==> src/rtl/mini_core_dmem_bridge_pkg.sv <==
// Shared core/memory types plus the data-memory bridge state
// encoding and timeout fill value.
package mini_core_pkg;

  typedef struct packed {
    logic        WrEn;
    logic        RdEn;
    logic [31:0] Address;
    logic [31:0] WrData;
    logic [3:0]  ByteEn;
  } t_core2mem_req;

  typedef enum logic [1:0] {
    IDLE,
    SEND,
    WAIT_RSP,
    DONE
  } t_dmem_bridge_st;

  localparam logic [31:0] DMEM_ERR_DATA = 32'hDEAD_BEEF;

endpackage

==> src/rtl/mini_core_dmem_bridge_if.sv <==
// Valid/ready data-memory bus between the bridge (master)
// and the memory system (slave).
interface mini_core_dmem_bridge_if;
  logic        MemReqValid;
  logic        MemReqReady;
  logic        MemReqWrEn;
  logic [31:0] MemReqAddr;
  logic [31:0] MemReqWrData;
  logic [3:0]  MemReqByteEn;
  logic        MemRspValid;
  logic [31:0] MemRspData;

  modport master (
    output MemReqValid,
    output MemReqWrEn,
    output MemReqAddr,
    output MemReqWrData,
    output MemReqByteEn,
    input  MemReqReady,
    input  MemRspValid,
    input  MemRspData
  );

  modport slave (
    input  MemReqValid,
    input  MemReqWrEn,
    input  MemReqAddr,
    input  MemReqWrData,
    input  MemReqByteEn,
    output MemReqReady,
    output MemRspValid,
    output MemRspData
  );
endinterface

==> src/rtl/mini_core_dmem_bridge.sv <==
// Turns the core's Q103H data request into one bus transaction,
// stalling the core until it completes or times out.
module mini_core_dmem_bridge
  import mini_core_pkg::*;
#(
  parameter int unsigned TIMEOUT_CYCLES = 64,
  parameter logic [31:0] ERR_DATA       = DMEM_ERR_DATA
) (
  input  logic          Clock,
  input  logic          Rst,
  input  t_core2mem_req Core2DmemReqQ103H,
  output logic          DMemReady,
  output logic [31:0]   DMemRdRspQ104H,
  output logic          DMemErr,
  mini_core_dmem_bridge_if.master bus
);

  localparam int unsigned CW = $clog2(TIMEOUT_CYCLES) + 1;
  localparam logic [CW-1:0] TO_LAST = CW'(TIMEOUT_CYCLES - 1);
  localparam logic [CW-1:0] CNT_MAX = {CW{1'b1}};

  t_dmem_bridge_st state_q, state_d;

  logic          wr_q, wr_d;
  logic [31:0]   addr_q, addr_d;
  logic [31:0]   wdata_q, wdata_d;
  logic [3:0]    be_q, be_d;
  logic [31:0]   rsp_q, rsp_d;
  logic          err_q, err_d;
  logic [CW-1:0] cnt_q, cnt_d;

  logic req_valid;
  logic to_hit;

  assign req_valid = Core2DmemReqQ103H.RdEn
                   | Core2DmemReqQ103H.WrEn;
  assign to_hit = (cnt_q == TO_LAST);

  always_ff @(posedge Clock) begin
    if (Rst) state_q <= IDLE;
    else     state_q <= state_d;
  end

  always_comb begin
    state_d = state_q;
    unique case (state_q)
      IDLE:
        if (req_valid) state_d = SEND;
      SEND:
        if (bus.MemReqReady)
          state_d = wr_q ? DONE : WAIT_RSP;
      WAIT_RSP:
        if (bus.MemRspValid || to_hit)
          state_d = DONE;
      DONE:
        state_d = IDLE;
      default:
        state_d = IDLE;
    endcase
  end

  always_comb begin
    DMemReady = ((state_q == IDLE) && !req_valid)
              || (state_q == DONE);
    bus.MemReqValid = (state_q == SEND);
  end

  always_comb begin
    wr_d    = wr_q;
    addr_d  = addr_q;
    wdata_d = wdata_q;
    be_d    = be_q;
    rsp_d   = rsp_q;
    err_d   = err_q;
    cnt_d   = cnt_q;
    unique case (state_q)
      IDLE:
        if (req_valid) begin
          wr_d    = Core2DmemReqQ103H.WrEn;
          addr_d  = Core2DmemReqQ103H.Address;
          wdata_d = Core2DmemReqQ103H.WrData;
          be_d    = Core2DmemReqQ103H.ByteEn;
          if (Core2DmemReqQ103H.RdEn
              && Core2DmemReqQ103H.WrEn)
            err_d = 1'b1;
        end
      SEND:
        cnt_d = '0;
      WAIT_RSP: begin
        if (cnt_q != CNT_MAX) cnt_d = cnt_q + 1'b1;
        // a response on the timeout cycle still wins
        if (bus.MemRspValid) begin
          rsp_d = bus.MemRspData;
        end else if (to_hit) begin
          rsp_d = ERR_DATA;
          err_d = 1'b1;
        end
      end
      default: ;
    endcase
  end

  always_ff @(posedge Clock) begin
    if (Rst) begin
      wr_q    <= 1'b0;
      addr_q  <= '0;
      wdata_q <= '0;
      be_q    <= '0;
      rsp_q   <= '0;
      err_q   <= 1'b0;
      cnt_q   <= '0;
    end else begin
      wr_q    <= wr_d;
      addr_q  <= addr_d;
      wdata_q <= wdata_d;
      be_q    <= be_d;
      rsp_q   <= rsp_d;
      err_q   <= err_d;
      cnt_q   <= cnt_d;
    end
  end

  assign bus.MemReqWrEn   = wr_q;
  assign bus.MemReqAddr   = addr_q;
  assign bus.MemReqWrData = wdata_q;
  assign bus.MemReqByteEn = be_q;
  assign DMemRdRspQ104H   = rsp_q;
  assign DMemErr          = err_q;

endmodule

==> src/flat_wrapper.sv <==
// flat-port wrapper written by rule: the top's interface ports become plain ports
module mini_core_dmem_bridge_flat import mini_core_pkg::*;
#(
  parameter int unsigned TIMEOUT_CYCLES = 64,
  parameter logic [31:0] ERR_DATA       = DMEM_ERR_DATA
)
  (Clock, Rst, Core2DmemReqQ103H, DMemReady, DMemRdRspQ104H, DMemErr, bus_MemReqValid, bus_MemReqWrEn, bus_MemReqAddr, bus_MemReqWrData, bus_MemReqByteEn, bus_MemReqReady, bus_MemRspValid, bus_MemRspData);
  mini_core_dmem_bridge_if bus_i ();
  input  logic Clock;
  input  logic Rst;
  input  t_core2mem_req Core2DmemReqQ103H;
  output logic DMemReady;
  output logic [31:0] DMemRdRspQ104H;
  output logic DMemErr;
  output wire logic [$bits(bus_i.MemReqValid)-1:0] bus_MemReqValid;
  output wire logic [$bits(bus_i.MemReqWrEn)-1:0] bus_MemReqWrEn;
  output wire logic [$bits(bus_i.MemReqAddr)-1:0] bus_MemReqAddr;
  output wire logic [$bits(bus_i.MemReqWrData)-1:0] bus_MemReqWrData;
  output wire logic [$bits(bus_i.MemReqByteEn)-1:0] bus_MemReqByteEn;
  input wire logic [$bits(bus_i.MemReqReady)-1:0] bus_MemReqReady;
  input wire logic [$bits(bus_i.MemRspValid)-1:0] bus_MemRspValid;
  input wire logic [$bits(bus_i.MemRspData)-1:0] bus_MemRspData;
  assign bus_MemReqValid = bus_i.MemReqValid;
  assign bus_MemReqWrEn = bus_i.MemReqWrEn;
  assign bus_MemReqAddr = bus_i.MemReqAddr;
  assign bus_MemReqWrData = bus_i.MemReqWrData;
  assign bus_MemReqByteEn = bus_i.MemReqByteEn;
  assign bus_i.MemReqReady = bus_MemReqReady;
  assign bus_i.MemRspValid = bus_MemRspValid;
  assign bus_i.MemRspData = bus_MemRspData;
  mini_core_dmem_bridge #(.TIMEOUT_CYCLES(TIMEOUT_CYCLES), .ERR_DATA(ERR_DATA)) u_core (.Clock(Clock), .Rst(Rst), .Core2DmemReqQ103H(Core2DmemReqQ103H), .DMemReady(DMemReady), .DMemRdRspQ104H(DMemRdRspQ104H), .DMemErr(DMemErr), .bus(bus_i));
endmodule
==> config.mk <==
export PLATFORM = sky130hd
export DESIGN_NAME = mini_core_dmem_bridge_flat
export DESIGN_NICKNAME = d
export VERILOG_FILES = /design/src/rtl/mini_core_dmem_bridge_pkg.sv /design/src/rtl/mini_core_dmem_bridge_if.sv /design/src/rtl/mini_core_dmem_bridge.sv /design/src/flat_wrapper.sv
export SDC_FILE = /design/constraint.sdc
export NUM_CORES = 1
export LEC_CHECK = 0
export CORE_MARGIN = 2
export CORE_UTILIZATION = 29
export CTS_BUF_LIST = sky130_fd_sc_hd__clkbuf_16
export DETAILED_ROUTE_END_ITERATION = 10
export GPL_ROUTABILITY_DRIVEN = 0
export PLACE_DENSITY = 0.62
export SYNTH_ARGS = -nofsm -noshare
export SYNTH_HDL_FRONTEND = slang
export SYNTH_SLANG_ARGS = --single-unit
==> constraint.sdc <==
create_clock -name Clock -period 3.3 [get_ports Clock]
set_input_delay 0.66 -clock Clock [delete_from_list [all_inputs] [get_ports Clock]]
set_output_delay 0.66 -clock Clock [all_outputs]
set_load 0.02 [all_outputs]
Yosys cells after proc, flatten, opt, wreduce, memory -nomap -nowiden --
Cells that the tools add are included.
Storage, ports and cells: bits in registers 111, bits in latches 0, memory bits (writable) 0, ROM bits 0, input bits 106, logic and storage cells 50, memories kept 0
Operators by class: add/subtract/negate cells 1, multiply operators 0, div/mod/pow operators 0, order comparisons 0, eq/ne operators 12, shift operators 0, mux-type cells 14, bitwise logic cells 1, reductions and logical operators 14
Operators by type and width (number):
- $mux W32 | 2
- $pmux W7 S2 | 1
- $ne A2 B1 Y1 const B | 5
- $pmux W2 S4 | 1
- $add A7 B1 Y7 const B | 1
- $eq A7 B6 Y1 const B | 1
- $mux W7 | 1
- $ne A7 B7 Y1 const B | 1
- $mux W2 | 3
- $reduce_and A2 Y1 | 3
- $reduce_bool A2 Y1 | 3
- $mux W1 | 5
- $reduce_and A5 Y1 | 1
- $eq A2 B2 Y1 const B | 2
- $ne A2 B2 Y1 const B | 2
- $reduce_and A3 Y1 | 1
- $eq A2 B1 Y1 const B | 1
- $logic_and A1 B1 Y1 | 2
- $logic_not A2 Y1 | 1
- $logic_or A1 B1 Y1 | 2
- $pmux W1 S2 | 1
- $logic_not A1 Y1 | 1
- $or A1 B1 Y1 | 1

Depth between registers and ports, before layout --
Gate-level depths: netlist of the first run.
depth after elaboration 4, depth in mapped cells 9, gate-level depth less buffers 6

Worst setup path after synthesis of the first run --
Ideal clock, no wire load.
kind in2out, start point input Core2DmemReqQ103H[69] (netlist name), end point output DMemReady, data arrival time 1.033 ns, path slack 1.607 ns, stages 2, buffers on the path 0, path through nor2_1 -> a21o_1
On the way: word-level cells in the longest chain between the ends 4
Ends and longest elaborated chain:
- start: declaration | RTL line flat_wrapper.sv:11 | input t_core2mem_req Core2DmemReqQ103H;
- $or A1 B1 Y1 | RTL line mini_core_dmem_bridge.sv:36 | | Core2DmemReqQ103H.WrEn;
- $logic_not A1 Y1 | RTL line mini_core_dmem_bridge.sv:63 | DMemReady = ((state_q == IDLE) && !req_valid)
- $logic_and A1 B1 Y1 | RTL line mini_core_dmem_bridge.sv:63
- $logic_or A1 B1 Y1 | RTL line mini_core_dmem_bridge.sv:64 | || (state_q == DONE);
- end: declaration | RTL line flat_wrapper.sv:12 | output logic DMemReady;
No other way between the ends.

Final worst setup path of the first run --
Same ends and word-level chain as after synthesis.

==> results of run 1 <==
-- state kept, by name, indices dropped and copies added (netlist names) --
name	flops
u_core.bus.MemReqByteEn	4
u_core.DMemErr	1
u_core.bus.MemReqWrEn	1
u_core.DMemRdRspQ104H	32
u_core.cnt_q	7
u_core.bus.MemReqWrData	32
u_core.state_q	2
u_core.bus.MemReqAddr	32
-- final timing paths --
kind,to,depth (start not counted),start,slack (ps)
setup / recovery,DMemReady,4,Core2DmemReqQ103H[69],390
hold / removal,u_core.bus.MemReqByteEn[0],2,u_core.bus.MemReqByteEn[0],450
setup reg to reg,u_core.DMemRdRspQ104H[22],5,u_core.cnt_q[0],960
hold reg to reg,u_core.bus.MemReqByteEn[0],2,u_core.bus.MemReqByteEn[0],450
-- where the power goes --
part | switching, mW | internal [mW] | leakage [nW]
Combinational | 1.09 | 0.861 | 1.40
Sequential | 0.162 | 1.64 | 0.909
Clock | 0.487 | 0.505 | 0.128
-- critical path: cells and delay by family --
family | cells | cell delay (ps)
buf+inv | 2 | 1100
compound gates | 1 | 170
simple gates | 1 | 310
-- cell usage in the layout (no fill, tap or decap), types with 8 or more instances in the layout --
cell,instances
clkdlybuf4s50_1,208
nor3_2,20
a21oi_1,98
o32ai_1,8
buf_4,8
clkbuf_16,9
nand2b_1,10
inv_1,15
nand2_1,143
nor2_1,29
dfxtp_1,111
-- synthesized netlist by cell type (all sizes together), types with 2 or more instances --
library cell,instances
a211oi,3
a21oi,100
a31oi,2
and2,2
and3,2
buf,15
clkbuf,24
dfxtp,111
ha,5
inv,14
nand2,143
nand2b,10
nand3,4
nor2,29
nor3,26
o21ai,5
o31ai,2
o32ai,9
-- cells by family after synthesis --
group,Yosys count,share of synthesized area (%)
compound gates,128,17.5
simple gates,218,23.4
fa+ha+maj,5,1.46
mux,1,0.234
buf+inv,53,5.52
flops,111,51.9
-- cell type report --
class	count	area, sq um	share of cell area [%]
Tap cell	184	230	3.41
Clock inverter	7	41.3	0.611
Timing Repair Buffer	216	2140	31.7
Multi-Input combinational cell	352	1840	27.3
Clock buffer	9	225	3.33
Inverter	14	52.6	0.778
Sequential cell	111	2220	32.9
-- layer usage --
metal / share of wire, % / wire [um] / track usage, %
met5: 0 / 0 / 0
met4: 2.0 / 248 / 4.51
met3: 8.4 / 1040 / 6.55
met2: 46 / 5680 / 24.6
met1: 44 / 5450 / 19.5
==> flow_summary.yaml, run 1 <==
die:
  die_y_um: 126
  fp.coreArea_sq_um: 14500
  dieArea_sq_um: 15800
  start_util_pct: 29.6
  die_x_um: 126
  io_pins: 210
  rows: 44
placement:
  dp.cells: 877
  hpwl_um: 8750
  placed_area_sq_um: 6490
  dp_slack_ps: 411
  port_buffers: 209
layout:
  fin_area_sq_um: 6760
  diodes: 0
  utilization_pct: 46.7
  final_nets: 815
  drive_gt1_share_pct: 7.19
  syn2layout_area_growth_pct: 57.8
  fill_cells: 1399
  fin_cells: 893
synthesis:
  synth.top_cell.area_share_pct: 51.9
  ys_seq_elements: 111
  ys_seq_area_share_pct: 51.9
  ys_types: 37
  synth-edff-count: 0
  synthesis.nets: 627
  synth_top_area_cell: "dfxtp_1"
  yosys_warnings: 0
  postSynthCellCount: 516
  netlist_area_sq_um: 4280
  syn_avg_cell_area_sq_um: 8.30
  ys.flop_type: "dfxtp_1"
  synth-async-reset-ratio_pct: 0
  synth_area_leaders: "dfxtp_1 52%, nand2_1 13%, a21oi_1 11%"
min_path:
  hp-class: "reg2reg"
sta:
  fmax_ghz: 0.344
  rsz0062_at_grt: "false"
  finalHoldViolCount: 0
  setup_violations: 0
  tightest_slew_ps: 1120
  tns_ps: 0
  fin_hold_ws_ps: 454
  finClkSkew_ps: 5.75
  fin_crit_ps: 2910
  layout_setup_ws_ps: 394
  slew_headroom_pct: 25.1
  final_max_slew_viol_count: 0
  min_period_over_period_pct: 88.1
routing:
  drt_first_pass_iters: 4
  vias_per_cell: 4.64
  ant_nets: 0
  first_iter_violations: 242
  drc: 0
  wl_per_cell_um: 13.9
  wl_um: 12400
  vias: 4140
critical_path:
  crit_required_ps: 2640
  cp-end-kind: "primary output"
  crit_path_cell_trace: "clkdlybuf4s50_1 -> nor2_1 -> a21o_1 -> clkdlybuf4s50_1"
  slowest_stage: "clkdlybuf4s50_1"
  criticalPathCategory: "in2out"
  path_common_cell: "clkdlybuf4s50_1"
  crit_fanout: 4
  worstPathArrival_ps: 2250
  start_kind: "input pin"
  max_stage_delay_ps: 600
clock_network:
  clock_path_buffers: 2
  cts_tree: "yes"
  cts.sinks: 111
  cts.repair.resized: 0
  root_buffer: "clkbuf_16"
  h-tree-depth: 3
  path_clk_slew_ps: 70
  cts_inserted_buffers: 9
  post_cts_buffers: 0
  ctsHoldBuffers: 0
  clk_latency_ps: 350
global_route:
  grt_max_degree: 70
  track_usage_pct: 15.6
  grt_pass1_vias: 4093
  grt_pass1_wl_um: 20300
  antenna_found_initial: 0
  overflow: 0
power:
  power.leakage_nw: 2.44
  max-vdd-ir-drop_uv: 326
  power_mw: 4.74
  powerDensity_nw_per_um2: 702
status:
  status: "complete, no violations"
flow_run:
  drv_cap: 0
Power figures use the tool's default switching activity.
==> run 2: changes to the inputs <==
==> constraint.sdc (replaced) <==
create_clock -name Clock -period 3.3 [get_ports Clock]
set_input_delay 0.495 -clock Clock [delete_from_list [all_inputs] [get_ports Clock]]
set_output_delay 0.495 -clock Clock [all_outputs]
set_load 0.02 [all_outputs]
==> run 2 against run 1 <==
Effect of this change:
- power is 2.6% higher
- non-clock buffer count decreased by 1
- flip-flop and latch count did not move
- first-iteration DRC count down 26%
- combinational power is essentially flat
- sequential share of layout area shrank 0.15 points
- final cell count decreased by 0.11%
- hold slack barely moved
==> flow_summary.yaml, run 2 (synthesis results as in run 1) <==
clock_network:
  root_buffer: "clkbuf_16"
  cts_tree: "yes"
  cts_inserted_buffers: 9
  h-tree-depth: 3
  cts.repair.resized: 0
  clock_path_buffers: 2
  cts.sinks: 111
  path_clk_slew_ps: 70
  post_cts_buffers: 0
  ctsHoldBuffers: 0
  clk_latency_ps: 360
routing:
  drc: 0
  drt_first_pass_iters: 4
  first_iter_violations: 179
  vias: 4080
  vias_per_cell: 4.57
  wl_per_cell_um: 13.9
  wl_um: 12400
  ant_nets: 0
sta:
  tightest_slew_ps: 1120
  final_max_slew_viol_count: 0
  slew_headroom_pct: 25.6
  min_period_over_period_pct: 78.0
  tns_ps: 0
  rsz0062_at_grt: "false"
  fin_hold_ws_ps: 454
  layout_setup_ws_ps: 726
  fmax_ghz: 0.389
  fin_crit_ps: 2570
  finalHoldViolCount: 0
  finClkSkew_ps: 8.68
  setup_violations: 0
die:
  fp.coreArea_sq_um: 14500
  dieArea_sq_um: 15800
  die_y_um: 126
  io_pins: 210
  start_util_pct: 29.6
  rows: 44
  die_x_um: 126
critical_path:
  crit_fanout: 4
  cp-end-kind: "primary output"
  start_kind: "input pin"
  crit_required_ps: 2800
  worstPathArrival_ps: 2080
  criticalPathCategory: "in2out"
power:
  powerDensity_nw_per_um2: 718
  power_mw: 4.87
  max-vdd-ir-drop_uv: 401
  power.leakage_nw: 2.45
global_route:
  grt_pass1_wl_um: 20200
  grt_pass1_vias: 4005
  antenna_found_initial: 0
  overflow: 0
  grt_max_degree: 70
  track_usage_pct: 15.6
layout:
  diodes: 0
  layout_common_cells: "208 x clkdlybuf4s50_1, 143 x nand2_1, 111 x dfxtp_1"
  final_common_cell: "clkdlybuf4s50_1"
  drive_gt1_share_pct: 7.20
  syn2layout_area_growth_pct: 58.5
  fin_cells: 892
  final_nets: 814
min_path:
  hp-class: "reg2reg"
placement:
  dp_slack_ps: 738
  dp.cells: 876
  hpwl_um: 8520
  port_buffers: 209
status:
  status: "complete, no violations"
flow_run:
  drv_cap: 0
## run 2: final cells by class
class	count	area, sq um
clock inverters	7	78.8
well taps	184	230
fillers	1393	7690
multi-input cells	352	1840
inverters	14	52.6
flip-flops and latches	111	2220
repair buffers	215	2130
clock buffers	9	225
## run 2: path summary, 6_finish.rpt
| kind | start | to | slack (ps) | depth (start not counted) |
|---|---|---|---|---|
| setup / recovery | Core2DmemReqQ103H[69] | DMemReady | 730 | 4 |
| hold / removal | u_core.bus.MemReqAddr[19] | u_core.bus.MemReqAddr[19] | 450 | 2 |
| setup reg to reg | u_core.cnt_q[0] | u_core.DMemRdRspQ104H[4] | 950 | 5 |
| hold reg to reg | u_core.bus.MemReqAddr[19] | u_core.bus.MemReqAddr[19] | 450 | 2 |
## run 2: stage by stage
stage	utilization, %	cell area (sq um)
2_1_floorplan	-	4280
3_3_place_gp	44.8	6480
3_5_place_dp	44.8	6480
4_1_cts	46.9	6790
5_1_grt	46.9	6790
6_report	46.9	6790
## run 2: where the power goes
group          internal [mW]  switching (mW)  leakage [nW]
sequential              1.64           0.160         0.909
clock                  0.599           0.520         0.151
combinational          0.861            1.09          1.39
## run 2: per-layer routing
| metal | GRT usage, % | wire, um |
|---|---|---|
| met1 | 18.7 | 5200 |
| met2 | 25.2 | 5830 |
| met3 | 7.19 | 1170 |
| met4 | 4.25 | 210 |
| met5 | 0 | 0 |
## run 2: worst max-delay path, cell delays in order
cell             delay (ps)
clkdlybuf4s50_1         500
nor2_1                  310
a21o_1                  170
clkdlybuf4s50_1         600
